--- src/rtl/pic_rw_sequencer.sv ---
// pic_rw_sequencer: CPU bus front end for the interrupt controller.
// Runs the ICW1..ICW4 init sequence, registers OCWs, drives read-back.
module pic_rw_sequencer #(
   parameter int DW             = 8,
   parameter bit CASCADE_EN     = 1'b1,
   parameter bit RD_DEFAULT_ISR = 1'b0
) (
   input  logic          clk,
   input  logic          rst_n,
   input  logic          cs_n,
   input  logic          wr_n,
   input  logic          rd_n,
   input  logic          a0,
   input  logic [DW-1:0] din,
   input  logic [DW-1:0] irr_in,
   input  logic [DW-1:0] isr_in,
   input  logic [DW-1:0] poll_in,
   output logic [DW-1:0] icw1_q,
   output logic [DW-1:0] icw2_q,
   output logic [DW-1:0] icw3_q,
   output logic [DW-1:0] icw4_q,
   output logic [DW-1:0] imr_q,
   output logic [DW-1:0] ocw3_q,
   output logic [DW-1:0] ocw2_q,
   output logic          ocw2_stb,
   output logic          poll_stb,
   output logic          smm_q,
   output logic          init_done,
   output logic          icw1_stb,
   output logic          bus_err,
   output logic [DW-1:0] dout,
   output logic          dout_oe
);

   typedef enum logic [2:0] {
      IDLE,
      WAIT_ICW2,
      WAIT_ICW3,
      WAIT_ICW4,
      READY
   } state_t;

   state_t state;
   state_t state_nxt;

   logic wr_q;
   logic rd_q;
   logic wr_ev;
   logic rd_ev;
   logic clash;
   logic icw1_hit;
   logic ld_icw2;
   logic ld_icw3;
   logic ld_icw4;
   logic ld_imr;
   logic ld_ocw2;
   logic ld_ocw3;
   logic err;
   logic rd_sel;
   logic poll_pend;

   // Falling-edge detect: one event per strobe pulse, none on overlap
   assign wr_ev = wr_q & ~wr_n & ~cs_n & rd_n;
   assign rd_ev = rd_q & ~rd_n & ~cs_n & wr_n;
   assign clash = ~cs_n & ~wr_n & ~rd_n & (wr_q | rd_q);

   assign icw1_hit  = wr_ev & ~a0 & din[4];
   assign init_done = (state == READY);

   always_comb begin
      state_nxt = state;
      ld_icw2   = 1'b0;
      ld_icw3   = 1'b0;
      ld_icw4   = 1'b0;
      ld_imr    = 1'b0;
      ld_ocw2   = 1'b0;
      ld_ocw3   = 1'b0;
      err       = clash;
      if (icw1_hit) begin
         state_nxt = WAIT_ICW2;
      end else if (wr_ev) begin
         case (state)
            IDLE: err = 1'b1;
            WAIT_ICW2: begin
               if (a0) begin
                  ld_icw2 = 1'b1;
                  if (CASCADE_EN && !icw1_q[1])
                     state_nxt = WAIT_ICW3;
                  else if (icw1_q[0])
                     state_nxt = WAIT_ICW4;
                  else
                     state_nxt = READY;
               end else begin
                  err = 1'b1;
               end
            end
            WAIT_ICW3: begin
               if (a0) begin
                  ld_icw3   = 1'b1;
                  state_nxt = icw1_q[0] ? WAIT_ICW4 : READY;
               end else begin
                  err = 1'b1;
               end
            end
            WAIT_ICW4: begin
               if (a0) begin
                  ld_icw4   = 1'b1;
                  state_nxt = READY;
               end else begin
                  err = 1'b1;
               end
            end
            READY: begin
               unique case (1'b1)
                  a0:                ld_imr  = 1'b1;
                  !a0 && din[3]:     ld_ocw3 = 1'b1;
                  !a0 && !din[3]:    ld_ocw2 = 1'b1;
               endcase
            end
            default: state_nxt = IDLE;
         endcase
      end
   end

   always_ff @(posedge clk or negedge rst_n) begin
      if (!rst_n)
         state <= IDLE;
      else
         state <= state_nxt;
   end

   always_ff @(posedge clk or negedge rst_n) begin
      if (!rst_n) begin
         wr_q      <= 1'b0;
         rd_q      <= 1'b0;
         icw1_q    <= '0;
         icw2_q    <= '0;
         icw3_q    <= '0;
         icw4_q    <= '0;
         imr_q     <= '0;
         ocw2_q    <= '0;
         ocw3_q    <= '0;
         smm_q     <= 1'b0;
         icw1_stb  <= 1'b0;
         ocw2_stb  <= 1'b0;
         poll_stb  <= 1'b0;
         bus_err   <= 1'b0;
         dout      <= '0;
         dout_oe   <= 1'b0;
         rd_sel    <= RD_DEFAULT_ISR;
         poll_pend <= 1'b0;
      end else begin
         wr_q     <= wr_n;
         rd_q     <= rd_n;
         icw1_stb <= icw1_hit;
         ocw2_stb <= ld_ocw2;
         poll_stb <= ld_ocw3 & din[2];
         bus_err  <= err;
         dout_oe  <= ~rd_n & ~cs_n;
         if (icw1_hit) begin
            icw1_q    <= din;
            icw2_q    <= '0;
            icw3_q    <= '0;
            icw4_q    <= '0;
            imr_q     <= '0;
            ocw3_q    <= '0;
            smm_q     <= 1'b0;
            poll_pend <= 1'b0;
            rd_sel    <= RD_DEFAULT_ISR;
         end
         if (ld_icw2) icw2_q <= din;
         if (ld_icw3) icw3_q <= din;
         if (ld_icw4) icw4_q <= din;
         if (ld_imr)  imr_q  <= din;
         if (ld_ocw2) ocw2_q <= din;
         if (ld_ocw3) begin
            ocw3_q <= din;
            if (din[1]) rd_sel <= din[0];
            if (din[6:5] == 2'b11)
               smm_q <= 1'b1;
            else if (din[6:5] == 2'b10)
               smm_q <= 1'b0;
            if (din[2]) poll_pend <= 1'b1;
         end
         if (rd_ev) begin
            if (a0) begin
               dout <= imr_q;
            end else if (poll_pend) begin
               dout      <= poll_in;
               poll_pend <= 1'b0;
            end else if (rd_sel) begin
               dout <= isr_in;
            end else begin
               dout <= irr_in;
            end
         end
      end
   end

endmodule

--- config.mk ---
export PLATFORM = sky130hd
export DESIGN_NAME = pic_rw_sequencer
export DESIGN_NICKNAME = d
export VERILOG_FILES = /design/src/rtl/pic_rw_sequencer.sv
export SDC_FILE = /design/constraint.sdc
export NUM_CORES = 1
export LEC_CHECK = 0
export ABC_AREA = 1
export CORE_MARGIN = 2
export CORE_UTILIZATION = 42
export DETAILED_ROUTE_END_ITERATION = 7
export GPL_ROUTABILITY_DRIVEN = 0
export PLACE_DENSITY = 0.79
export SLEW_MARGIN = 0
export SYNTH_ARGS = -nofsm -noshare
export SYNTH_HDL_FRONTEND = slang
export SYNTH_SLANG_ARGS = --single-unit
--- constraint.sdc ---
create_clock -name clk -period 1.3 [get_ports clk]
set_input_delay 0.26 -clock clk [delete_from_list [all_inputs] [get_ports clk]]
set_output_delay 0.26 -clock clk [all_outputs]
set_load 0.05 [all_outputs]
; After elaboration in Yosys (flattened, before gate mapping)
; Index checks and enable logic that the tools add are counted.
[classes]
eq_ne = 10
muxes = 55
bitwise = 18
reduce_logical = 14
[ops]
columns = op, count
row1 = $mux W8, 9
row2 = $mux W1, 37
row3 = $mux W3, 7
row4 = $and A1 B1 Y1, 13
row5 = $pmux W3 S4, 1
row6 = $reduce_bool A2 Y1, 6
row7 = $ne A3 B3 Y1 const B, 3
row8 = $eq A3 B2 Y1 const B, 2
row9 = $reduce_and A5 Y1, 1
row10 = $eq A2 B2 Y1 const B, 2
row11 = $not A1 Y1, 4
row12 = $eq A3 B1 Y1 const B, 1
row13 = $eq A3 B3 Y1 const B, 1
row14 = $logic_not A3 Y1, 1
row15 = $reduce_or A3 Y1, 1
row16 = $logic_and A1 B1 Y1, 2
row17 = $logic_not A1 Y1, 2
row18 = $ne A2 B1 Y1 const B, 1
row19 = $pmux W1 S2, 1
row20 = $reduce_or A2 Y1, 1
row21 = $or A1 B1 Y1, 1
[word_totals]
reg_bits = 77
input_bits = 38
output_inout_bits = 71
elab_cells = 116

; Depth between registers and ports, before layout
; Gate-level depths: netlist of the first run.
[logic_depth]
ltp_word = 12
depth_mapped = 8
mapped_depth_nobuf = 8

; Worst setup path before layout of the first run
; No wires, ideal clock.
[synth_timing]
path_kind = register to register
start = reg state[0]
end = reg ocw2_q[1]
arrival_ps = 1323
slack_ps = -153
path_stages_with_launch = 8
n_path_buf = 1
cell_sequence = dfrtp_1 nor2_1 nand2_2 inv_2 nand4_4 buf_6 nand2_1 o21ai_0
[synth_via]
elab_chain_len = 4
[synth_rtl]
columns = element, line_no
row1 = "start, declared", 43  ; state_t state;
row2 = "start signal, assigned", 129  ; state <= state_nxt;
row3 = $eq A3 B3 Y1, --
row4 = via init_done, 28  ; output logic init_done,
row5 = $mux W1, 82  ; case (state)
row6 = $mux W1, 81  ; end else if (wr_ev) begin
row7 = $mux W1, 79  ; if (icw1_hit) begin
row8 = "end signal, assigned", 175  ; if (ld_ocw2) ocw2_q <= din;
row9 = "end, declared", 24  ; output logic [DW-1:0] ocw2_q,
; The timed path passes the listed nets, and every way through them passes these cells.
; A chain may end at the register's enable or synchronous reset.

; Worst setup path in the final report of the first run
[layout_timing]
start = reg state[0]
end = out init_done
[layout_via]
elab_chain_len = 1
[layout_rtl]
columns = element, line_no
row1 = $eq A3 B3 Y1, 68  ; assign init_done = (state == READY);
row2 = "end, declared", 28
; No other way between the ends.

==> metrics, run 1 <==
leakage component of the power 2.84 nW; Placement Setup Slack -528 ps; Post-DRT Antenna Nets 0; Final Core Density 76.8%; Critical Path RT 1040 ps; sum of negative setup slack -2560 ps; most common cell after layout, fill and taps aside buf_12; root buffer selected by CTS clkbuf_8; number of library cell types mapped by synthesis 28; final number of setup-violating endpoints 49; failing checks negative setup slack; shortest clock period the worst path allows after layout 1470 ps; Critical Path Max Stage Delay 440 ps; via count of the first global-routing pass 3259; total power density per cell area 1180 mW/mm2; Tightest Pin Transition 474 ps; H-Tree Depth 3; synthesis-stage register bit count 77; starting density of the core 42.8%; kind of capture point of the worst setup path output pin; number of violations reported at the end of detailed-routing iteration 0 191; DIE HEIGHT 94.8 um; count of clock tree sinks 77; global-route wire length before repair 16400 um; mean post-synth cell area 9.61 um2; layout cells sized above 1 39.3%; TritonCTS clock tree yes; drt first pass iters 4; total of max-cap violations 0; Remaining DRCs 0; num ports 109; register clock-pin slew on the reported worst setup and hold paths 70 ps; cell with the biggest individual delay on the critical path dfrtp_2; post-DP HPWL 7050 um; post-detailed-routing wire length 11200 um; cell area after synthesis 0.00346 mm2; GRT Resource Usage Total 23.9%; endpoints failing hold 0; largest net degree at the start of global routing 78; arrival time at the worst endpoint 1210 ps; clock buffer count from CTS 9; Max Buffers Root-to-Sink 2; maximum frequency from static timing analysis 680 MHz; count of buffers inserted at the top-level ports 108; drt via density 5.40; largest fanout on the critical path 2; post-layout total power 0.00731 W; total via count in the routed design 3356; cell-by-cell listing of the critical path nor2_4, nand2_4, clkinv_4, buf_12; die outline area 0.00898 mm2; top library cells by usage in the layout, fill and taps aside buf_12, dfrtp_1, nand2_1; total core area 0.00809 mm2; die outline width 94.8 um; # placed instances 592; Total Nets Final 551; number of placement rows 33; number of instances in the synthesized netlist 360; Antenna Cells 0; final clock skew 9.14 ps; number of antenna violations at the first check in global routing 0; Startpoint Class register; drt wl/cell 18.0 um; worst vdd rail ir drop 0.000874 V; headroom to the max-slew limit 68.4%; setup repair after global routing missed its margin true; status finished with violations; final non-filler cell total 622; period utilization 113%; clock insertion delay at the later pin of the skew report 350 ps; post-route setup slack -171 ps; number of nets produced by synthesis 398; part of the Yosys area used for sequential elements 55.7%; worst hold-check path type primary input to register; count of yosys warnings during synthesis 0; Synth-to-Final Area Change 79.6%; Overflow after GRT 0; WS Path Type register to output pin; number of pins exceeding their max-slew limit in the final report 0
==> what timing repair did <==
item / 4_1_cts / 5_1_grt
cloned: 1 / 5
endpoints found under the hold margin: 77 / 0
hold buffers: 1 / 0
endpoints found under the setup margin: 68 / 57
pin swaps: 8 / 24
resized for setup: 23 / 39
setup buffers: 3 / 5
==> sequential cells by signal, summed over array words and instances, names as in the netlist, 3 cells and up <==
name	cells
ocw3_q	8
dout	8
imr_q	8
icw1_q	8
icw4_q	8
state	3
icw2_q	8
icw3_q	8
ocw2_q	8
==> synthesized netlist by cell type <==
master	instances	area, um2
o21a_1	1	7.51
dfrtp_1	77	1930
inv_2	3	11.3
and3_1	1	6.26
nand3_1	54	270
a21oi_1	4	20.0
nor2_1	16	60.1
buf_2	6	30.0
clkbuf_1	1	3.75
nand2_1	74	278
nor3_4	1	16.3
o21ai_0	33	165
nand4_1	3	18.8
o21bai_1	7	52.6
o21ai_1	11	55.1
nand2_2	5	31.3
nand4_4	1	21.3
o21ai_2	17	149
nor3_2	1	10.0
clkinv_1	2	7.51
o211ai_1	4	30.0
nand3_4	3	52.6
buf_6	8	90.1
or2_2	1	6.26
nor2_8	1	20.0
nand3_2	4	40.0
inv_1	20	75.1
inv_4	1	6.26
==> area by class of cell <==
cell class / instances / area [um2]
flip-flops and latches: 77 / 1930
clock buffers: 12 / 165
clock inverters: 3 / 67.6
well taps: 105 / 131
inverters: 26 / 108
multi-input cells: 246 / 1520
fillers: 500 / 1880
repair buffers: 153 / 2290
==> power breakdown <==
| group | total (W) | switching, W | internal, W | leakage, nW |
|---|---|---|---|---|
| sequential | 0.00284 | 0.000248 | 0.00259 | 1.03 |
| combinational | 0.00239 | 0.00125 | 0.00114 | 1.69 |
| clock | 0.00208 | 0.000852 | 0.00123 | 0.115 |
| total | 0.00731 | 0.00235 | 0.00496 | 2.84 |
==> worst max-delay path: cells and delay by family (launching register included) <==
kind                   cells  cell delay (ps)
flip-flops                 1              440
AND/OR/NAND/NOR            2              230
buffers and inverters      2              200
==> path summary, 6_finish.rpt <==
path | from | to | slack, ps | depth (start not counted)
setup / recovery | state[0] | init_done | -170 | 4
hold reg to reg | icw1_q[4] | icw1_q[4] | 550 | 1
hold / removal | wr_n | wr_q | 300 | 2
max in group asynchronous | rst_n | state[2] | 500 | 3
setup reg to reg | state[0] | imr_q[2] | -150 | 8
min in group asynchronous | rst_n | icw1_q[4] | 470 | 3
==> per-layer routing <==
metal	wire, um	vias to the layer above	GRT usage, %
met5	0	-	0
met4	259	0	10.4
met3	854	19	4.23
met2	5870	154	41.3
met1	4190	1649	29.5
li1	-	1534	-
==> per-stage QoR <==
step	area, um2	hold WS [ps]
floorplan	3470	-35.6
global placement	5630	304
detailed placement	5630	312
CTS	5960	298
global route	6210	331
finish	6210	303
==> kinds of logic (layout without fill, tap and decap cells) <==
kind of cell,count (synthesis),count (layout),synth area share (%)
AND/OR/NAND/NOR,165,169,24.0
flip-flops,77,77,55.7
AO/OA/AOI/OAI,77,77,13.8
buffers and inverters,41,194,6.47
Note: power is estimated with default switching activity, not from simulation.
==> inputs of run 2 (changes only) <==
- CTS_CLUSTER_SIZE: not set -> 10
==> results of run 2 <==
Final layout, timing and power as in run 1 (identical DEF).
